==> config.mk <==
export PLATFORM = sky130hd
export DESIGN_NAME = opr_sched_flat
export DESIGN_NICKNAME = d
export VERILOG_FILES = /design/src/rtl/opr_pkg.sv /design/src/rtl/opr_sched_if.sv /design/src/rtl/opr_phase_seq.sv /design/src/rtl/opr_sched.sv /design/src/flat_wrapper.sv
export SDC_FILE = /design/constraint.sdc
export NUM_CORES = 1
export LEC_CHECK = 0
export CORE_ASPECT_RATIO = 1.1
export CORE_MARGIN = 4
export CORE_UTILIZATION = 49
export CTS_BUF_LIST = sky130_fd_sc_hd__clkbuf_8 sky130_fd_sc_hd__clkbuf_16
export DETAILED_ROUTE_END_ITERATION = 8
export PLACE_DENSITY = 0.79
export SLEW_MARGIN = 40
export SYNTH_ARGS = -nofsm -noshare
export SYNTH_HDL_FRONTEND = slang
export SYNTH_SLANG_ARGS = --single-unit
==> constraint.sdc <==
create_clock -name clk -period 2.9 [get_ports clk]
set_clock_uncertainty 0.15 [all_clocks]
set_input_delay 0.725 -clock clk [delete_from_list [all_inputs] [get_ports clk]]
set_output_delay 0.725 -clock clk [all_outputs]
set_load 0.005 [all_outputs]
==> src/rtl/opr_pkg.sv <==
// Shared constants and FSM state type for the operation scheduler.
package opr_pkg;
  localparam int OPR_DEPTH  = 1024;
  localparam int OPR_ADDR_W = 10;
  localparam int OPR_PHASES = 5;

  typedef enum logic [2:0] {
    IDLE = 3'd0,
    REQ  = 3'd1,
    WAIT = 3'd2,
    EXEC = 3'd3,
    DONE = 3'd4
  } opr_state_t;
endpackage

==> src/rtl/opr_sched_if.sv <==
// Host / memory / operation-stage bundle of the scheduler.
interface opr_sched_if
  import opr_pkg::*;
#(
  parameter int ADDR_W = OPR_ADDR_W,
  parameter int PHASES = OPR_PHASES
);
  logic              start;
  logic [ADDR_W:0]   num_lines;
  logic              abort;
  logic              mem_rd;
  logic [ADDR_W-1:0] mem_addr;
  logic              mem_rvalid;
  logic              stall;
  logic [PHASES-1:0] phase_en;
  logic [ADDR_W:0]   line_cnt;
  logic              busy;
  logic              done;

  // Host / environment side.
  modport master (
    output start, num_lines, abort, mem_rvalid, stall,
    input  mem_rd, mem_addr, phase_en, line_cnt, busy, done
  );

  // Scheduler side.
  modport slave (
    input  start, num_lines, abort, mem_rvalid, stall,
    output mem_rd, mem_addr, phase_en, line_cnt, busy, done
  );
endinterface

==> src/rtl/opr_phase_seq.sv <==
// One-hot phase shifter: loaded with phase 0, walks left while not stalled,
// and shifts itself out to all-zero after the last phase.
module opr_phase_seq #(
  parameter int PHASES = 5
) (
  input  logic              clk,
  input  logic              rstb,
  input  logic              load,
  input  logic              stall,
  input  logic              clear,
  output logic [PHASES-1:0] phase_en,
  output logic              last
);
  logic [PHASES-1:0] ph_q;

  // Shift register; clear beats load so an abort on the rvalid cycle wins.
  always_ff @(posedge clk or negedge rstb) begin
    if (!rstb)       ph_q <= '0;
    else if (clear)  ph_q <= '0;
    else if (load)   ph_q <= PHASES'(1);
    else if (!stall) ph_q <= ph_q << 1;
  end

  // Last phase is retiring this cycle.
  always_comb begin
    phase_en = ph_q;
    last     = ph_q[PHASES-1] & ~stall;
  end
endmodule

==> src/rtl/opr_sched.sv <==
// Line-by-line scheduler: fetch a trace line, then step it through the
// operation phases, repeat until the latched line count is reached.
module opr_sched
  import opr_pkg::*;
#(
  parameter int DEPTH  = OPR_DEPTH,
  parameter int ADDR_W = OPR_ADDR_W,
  parameter int PHASES = OPR_PHASES
) (
  input logic        clk,
  input logic        rstb,
  opr_sched_if.slave bus
);
  opr_state_t        state, state_nx;
  logic [ADDR_W:0]   lines_q;
  logic [ADDR_W:0]   line_cnt_q;
  logic [ADDR_W:0]   line_inc;
  logic [ADDR_W:0]   num_clamp;
  logic [PHASES-1:0] phase_en;
  logic              last;
  logic              ph_load;

  assign line_inc  = line_cnt_q + (ADDR_W+1)'(1);
  assign num_clamp = (bus.num_lines > (ADDR_W+1)'(DEPTH)) ? (ADDR_W+1)'(DEPTH)
                                                          : bus.num_lines;
  assign ph_load   = (state == WAIT) && bus.mem_rvalid;

  opr_phase_seq #(.PHASES(PHASES)) u_seq (
    .clk      (clk),
    .rstb     (rstb),
    .load     (ph_load),
    .stall    (bus.stall),
    .clear    (bus.abort),
    .phase_en (phase_en),
    .last     (last)
  );

  // State register.
  always_ff @(posedge clk or negedge rstb) begin
    if (!rstb) state <= IDLE;
    else       state <= state_nx;
  end

  // Next-state logic; abort overrides everything outside IDLE.
  always_comb begin
    state_nx = state;
    unique case (state)
      IDLE: if (bus.start) state_nx = (bus.num_lines == '0) ? DONE : REQ;
      REQ:  state_nx = WAIT;
      WAIT: if (bus.mem_rvalid) state_nx = EXEC;
      EXEC: if (last) state_nx = (line_inc == lines_q) ? DONE : REQ;
      DONE: state_nx = IDLE;
      default: state_nx = IDLE;
    endcase
    if (bus.abort && state != IDLE) state_nx = IDLE;
  end

  // Run length latch and completed-line counter.
  always_ff @(posedge clk or negedge rstb) begin
    if (!rstb) begin
      lines_q    <= '0;
      line_cnt_q <= '0;
    end else if (state == IDLE && bus.start) begin
      lines_q    <= num_clamp;
      line_cnt_q <= '0;
    end else if (state == EXEC && last && !bus.abort) begin
      line_cnt_q <= line_inc;
    end
  end

  // Outputs decoded from registered state and counters only.
  always_comb begin
    bus.mem_rd   = 1'b0;
    bus.mem_addr = '0;
    bus.busy     = 1'b0;
    bus.done     = 1'b0;
    bus.phase_en = phase_en;
    bus.line_cnt = line_cnt_q;
    unique case (state)
      REQ: begin
        bus.mem_rd   = 1'b1;
        bus.mem_addr = line_cnt_q[ADDR_W-1:0];
        bus.busy     = 1'b1;
      end
      WAIT: bus.busy = 1'b1;
      EXEC: bus.busy = 1'b1;
      DONE: bus.done = 1'b1;
      default: ;
    endcase
  end
endmodule

==> src/flat_wrapper.sv <==
// flat-port wrapper written by rule: the top's interface ports become plain ports
module opr_sched_flat import opr_pkg::*;
#(
  parameter int DEPTH  = OPR_DEPTH,
  parameter int ADDR_W = OPR_ADDR_W,
  parameter int PHASES = OPR_PHASES
)
  (clk, rstb, bus_start, bus_num_lines, bus_abort, bus_mem_rvalid, bus_stall, bus_mem_rd, bus_mem_addr, bus_phase_en, bus_line_cnt, bus_busy, bus_done);
  opr_sched_if #(.ADDR_W(ADDR_W), .PHASES(PHASES)) bus_i ();
  input logic clk;
  input logic rstb;
  input wire logic [$bits(bus_i.start)-1:0] bus_start;
  input wire logic [$bits(bus_i.num_lines)-1:0] bus_num_lines;
  input wire logic [$bits(bus_i.abort)-1:0] bus_abort;
  input wire logic [$bits(bus_i.mem_rvalid)-1:0] bus_mem_rvalid;
  input wire logic [$bits(bus_i.stall)-1:0] bus_stall;
  output wire logic [$bits(bus_i.mem_rd)-1:0] bus_mem_rd;
  output wire logic [$bits(bus_i.mem_addr)-1:0] bus_mem_addr;
  output wire logic [$bits(bus_i.phase_en)-1:0] bus_phase_en;
  output wire logic [$bits(bus_i.line_cnt)-1:0] bus_line_cnt;
  output wire logic [$bits(bus_i.busy)-1:0] bus_busy;
  output wire logic [$bits(bus_i.done)-1:0] bus_done;
  assign bus_i.start = bus_start;
  assign bus_i.num_lines = bus_num_lines;
  assign bus_i.abort = bus_abort;
  assign bus_i.mem_rvalid = bus_mem_rvalid;
  assign bus_i.stall = bus_stall;
  assign bus_mem_rd = bus_i.mem_rd;
  assign bus_mem_addr = bus_i.mem_addr;
  assign bus_phase_en = bus_i.phase_en;
  assign bus_line_cnt = bus_i.line_cnt;
  assign bus_busy = bus_i.busy;
  assign bus_done = bus_i.done;
  opr_sched #(.DEPTH(DEPTH), .ADDR_W(ADDR_W), .PHASES(PHASES)) u_core (.clk(clk), .rstb(rstb), .bus(bus_i));
endmodule
Word-level counts from Yosys, hierarchy flattened --
Index checks and enable logic that the tools add are counted.
Word-level totals: logic and storage cells 46, flip-flop bits (word level) 30, memory bits (read-only) 0, memories kept 0, latch bits 0, output and inout bits 29, RAM bits 0
Operators by class: shift operators 0, multiply operators 0, reductions and logical operators 12, $add $sub $neg 1, bitwise operators 2, multiplexer cells 17, $lt $le $gt $ge 1, divide/modulo/power cells 0, equal/unequal tests 9
Operator list (count):
- $mux 11 | 3
- $mux 3 | 6
- $mux 5 | 3
- $pmux 3 s4 | 1
- $add 11x1->11 const B | 1
- $eq 11x11->1 | 1
- $gt 11x11->1 const B | 1
- $logic_not 11->1 | 1
- $mux 10 | 1
- $eq 3x2->1 const B | 2
- $ne 3x2->1 const B | 2
- $logic_and 1x1->1 | 5
- $eq 3x1->1 const B | 1
- $eq 3x3->1 const B | 1
- $logic_not 3->1 | 1
- $mux 1 | 3
- $ne 3x1->1 const B | 1
- $ne 3x3->1 const B | 1
- $reduce_and 3->1 | 1
- $reduce_bool 3->1 | 1
- $reduce_or 3->1 | 1
- $reduce_bool 2->1 | 1
- $and 1x1->1 | 1
- $logic_not 1->1 | 1
- $not 1->1 | 1

Longest topological paths before layout --
Gate-level depths: netlist (run 1).
depth after elaboration 6, gate-level depth with buffers 8, mapped depth without buffers 7

Cells and area by module --
Synthesis (run 1) repeated with hierarchy kept, for this count alone.
Second synthesis, totals: cell total of the unflattened synthesis 206, area, all modules 1834.3 sq um
By module, submodules not included:
- opr_sched | area each 1620.3 sq um, cells each 189, instances 1, seq. area each 625.6 sq um
- opr_phase_seq | area each 214.0 sq um, cells each 17, instances 1, seq. area each 125.1 sq um

Least setup slack after synthesis (run 1) --
Ideal clock, no wire load.
path type reg2reg, start register u_core.line_cnt_q[0] (netlist: u_core.bus.line_cnt[0]), end register u_core.state[2], cell stages (with the launch flop) 9, buffers on the path 1, arrival 2127 ps, setup slack 536 ps, required time 2663 ps, cells stage by stage dfrtp_1 > ha_1 > nand3_2 > buf_4 > o21a_2 > or3_2 > a211oi_2 > nand4_1 > a211oi_2
Between the ends: cells in the longest elaborated chain, start to end 6
Ends and longest elaborated chain:
- start, declared | line opr_sched.sv:16 | logic [ADDR_W:0] line_cnt_q;
- start signal, assigned | line opr_sched.sv:67 | line_cnt_q <= line_inc;
- $add 11x1->11 | line opr_sched.sv:23 | assign line_inc = line_cnt_q + (ADDR_W+1)'(1);
- $eq 11x11->1 | line opr_sched.sv:51 | EXEC: if (last) state_nx = (line_inc == lines_q) ? DONE : REQ;
- $mux 3 (2 in a row) | line opr_sched.sv:51
- $pmux 3 s4 | line opr_sched.sv:47 | unique case (state)
- $mux 3 | line opr_sched.sv:55 | if (bus.abort && state != IDLE) state_nx = IDLE;
- end signal, assigned | line opr_sched.sv:41 | else state <= state_nx;
- end, declared | line opr_sched.sv:14 | opr_state_t state, state_nx;
Every way passes these cells. The select of a mux whose other input is x is not followed. A chain may end at the register's enable or synchronous reset.

Worst setup path after layout (run 1) --
Same ends and word-level chain as after synthesis.

==> results of run 1 <==
area by class of cell:
class                   instances  area, sq um  area share, %
clock inverters                 2         12.5          0.511
well taps                      50         62.6           2.55
clock buffers                   6         82.6           3.37
flip-flops and latches         30          751           30.7
inverters                       1         3.75          0.153
repair buffers                 52          503           20.5
multi-input cells             170         1030           42.2
final timing paths:
kind	to	slack [ps]
worst max-delay path	u_core.state[2]	180
worst min register to register	u_core.lines_q[3]	360
min in group asynchronous	u_core.bus.line_cnt[10]	670
max in group asynchronous	u_core.state[1]	1660
worst min-delay path	u_core.lines_q[3]	360
worst max register to register	u_core.state[2]	180
kinds of logic after synthesis:
kind of cell / count (synthesis) / synth area share [%]
compound gates: 51 / 17.6
fa+ha+maj: 1 / 0.662
simple gates: 102 / 28.6
mux: 5 / 2.72
buf+inv: 16 / 5.56
xor+xnor: 11 / 5.10
flops: 30 / 39.7
through the flow:
stage	setup slack, ps	total power [uW]	util [%]
2_1_floorplan	536	680	-
3_3_place_gp	261	764	63.9
3_5_place_dp	246	774	63.9
4_1_cts	190	1120	66.5
5_1_grt	26.3	1190	66.5
6_report	185	1110	66.5
sequential cells by signal (all words and copies together), names as in the netlist:
signal,count
u_core.bus.line_cnt,11
u_core.lines_q,11
u_core.state,3
u_core.u_seq.phase_en,5
critical path, cell delays in order (launching register included):
cell and delay [ps]:
dfrtp_1 520, ha_1 340, nand3_2 160, or4_1 520
a221o_1 340, a211oi_2 220, nand4_1 150, a211oi_2 230
layout by cell type (no fill, tap or decap), types with 6 or more instances in the layout:
cell             Yosys  layout
nor2_1              19      19
and2_1              11      11
dfrtp_1             30      30
nand3_1              8       8
o21ai_0             27      27
nand2_1             23      23
clkbuf_8             0       6
nand2b_1            11      11
buf_4                2       7
xnor2_1              8       8
clkdlybuf4s50_1      0      45
power breakdown:
part	leakage [uW]	internal, uW	switching, uW	total, uW
sequential	0.000405	467	46.0	513
clock	0.0000472	190	156	346
combinational	0.000549	126	125	251
total	0.00100	784	327	1110
routing by layer:
metal	vias up	GRT usage [%]
met2	79	30.2
met3	6	5.08
met4	0	6.76
met1	831	26.5
li1	858	-
met5	-	0
==> flow_summary.json, run 1 <==
{
  "n_antenna_cell": 0,
  "synth_commonest_cells": "dfrtp_1, o21ai_0, nand2_1",
  "fin_crit_sh_pct": 93.6,
  "worstRegToRegCells": 7,
  "drtPass1Iterations": 5,
  "clkTransAtPathRegs_ps": 60,
  "grt_pass1_vias": 1602,
  "stdcell_area_sq_um": 2450,
  "cts_hold_buf": 0,
  "yosysTopAreaCell": "dfrtp_1",
  "totalWireLength_mm": 4.41,
  "critPathLaunch": "u_core.bus.line_cnt[0]",
  "power_density_nw_per_um2": 454,
  "synth_most_common_cell": "dfrtp_1",
  "p_leak_uw": 0.00100,
  "fin_cells": 311,
  "period_minus_slack_ps": 2720,
  "status": "complete, no violations",
  "synthCells": 216,
  "num_rows": 23,
  "cts-root-buf": "clkbuf_8",
  "cts_tree": "built",
  "gp_congestion": 0.828,
  "tns_ps": 0,
  "worstPathArrival_ps": 2770,
  "syn_nets": 234,
  "ir_drop_mv": 0.299,
  "viasPerCell": 5.70,
  "yosysSeqAreaShare_pct": 39.7,
  "wl_met1_mm": 1.91,
  "placed_cell_area_sq_um": 2350,
  "cts_setup_buffers": 0,
  "final_hold_viol_count": 0,
  "synth_seq_cells": 30,
  "grt_max_degree": 31,
  "dp_hpwl_mm": 3.29,
  "numPortBuffers": 45,
  "ios": 46,
  "syn_area_sq_um": 1890,
  "vias": 1774,
  "wl_met3_um": 330,
  "clk_latency_ps": 280,
  "drive_gt1_share_pct": 9.58,
  "nets": 278,
  "top_layer": "met4",
  "core_region_area_sq_um": 3680,
  "synth.avg_cell_area_sq_um": 8.75,
  "drt_iter0_drc": 182,
  "path_max_fanout": 8,
  "reg2reg_from": "u_core.bus.line_cnt[0]",
  "slew_headroom_pct": 72.3,
  "max_freq_mhz": 368,
  "numCtsBuffers": 5,
  "hold_path_class": "flop to flop",
  "die_w_um": 67.2,
  "async_flop_share_pct": 100,
  "die-height_um": 73.1,
  "tightestPinTransition_ps": 412,
  "wl_per_cell_um": 14.2,
  "cap_violations": 0,
  "synth_edf_count": 0,
  "min_from": "u_core.lines_q[3]",
  "yosysTopAreaCellShare_pct": 39.7,
  "drtAntennaViolNets": 0,
  "drc": 0,
  "critical_path_class": "flop to flop",
  "critPathLaunchType": "flop",
  "track_usage_pct": 19.6,
  "cts.htree.levels": 2,
  "rsz0062_at_grt": "no",
  "yosysUniqueCellTypes": 48,
  "cp-end-kind": "flop",
  "worstHoldPathCells": 2,
  "die_area_sq_um": 4910,
  "required_ps": 2950,
  "grt_remaining_overflow": 0,
  "whs_ps": 355,
  "start_util_pct": 51.3,
  "cts.sinks": 30,
  "grt_pass1_wl_mm": 7.42,
  "setup_viol": 0,
  "fillers": 336,
  "cts_resized": 0,
  "wl_met2_mm": 2.09,
  "synth_flop_cell": "dfrtp_1",
  "slew_viol_final": 0,
  "antenna_found_initial": 0,
  "clock_path_buffers": 2,
  "syn_to_final_growth_pct": 29.6,
  "ys.warnings.count": 0,
  "synthTopCellsByArea": "dfrtp_1, o21ai_0, nand2_1, nor2_1, xnor2_1",
  "dp_cells": 303
}
Note: power is estimated with default switching activity, not from simulation.
==> run 2, diff against run 1 <==
--- a/config.mk
+++ b/config.mk
@@ -5,6 +5,7 @@
 export SDC_FILE = /design/constraint.sdc
 export NUM_CORES = 1
 export LEC_CHECK = 0
+export ABC_CLOCK_PERIOD_IN_PS = 2900
 export CORE_ASPECT_RATIO = 1.1
 export CORE_MARGIN = 4
 export CORE_UTILIZATION = 49
==> results of run 2 <==
The final DEF is identical to that of run 1; final timing and power are the same.
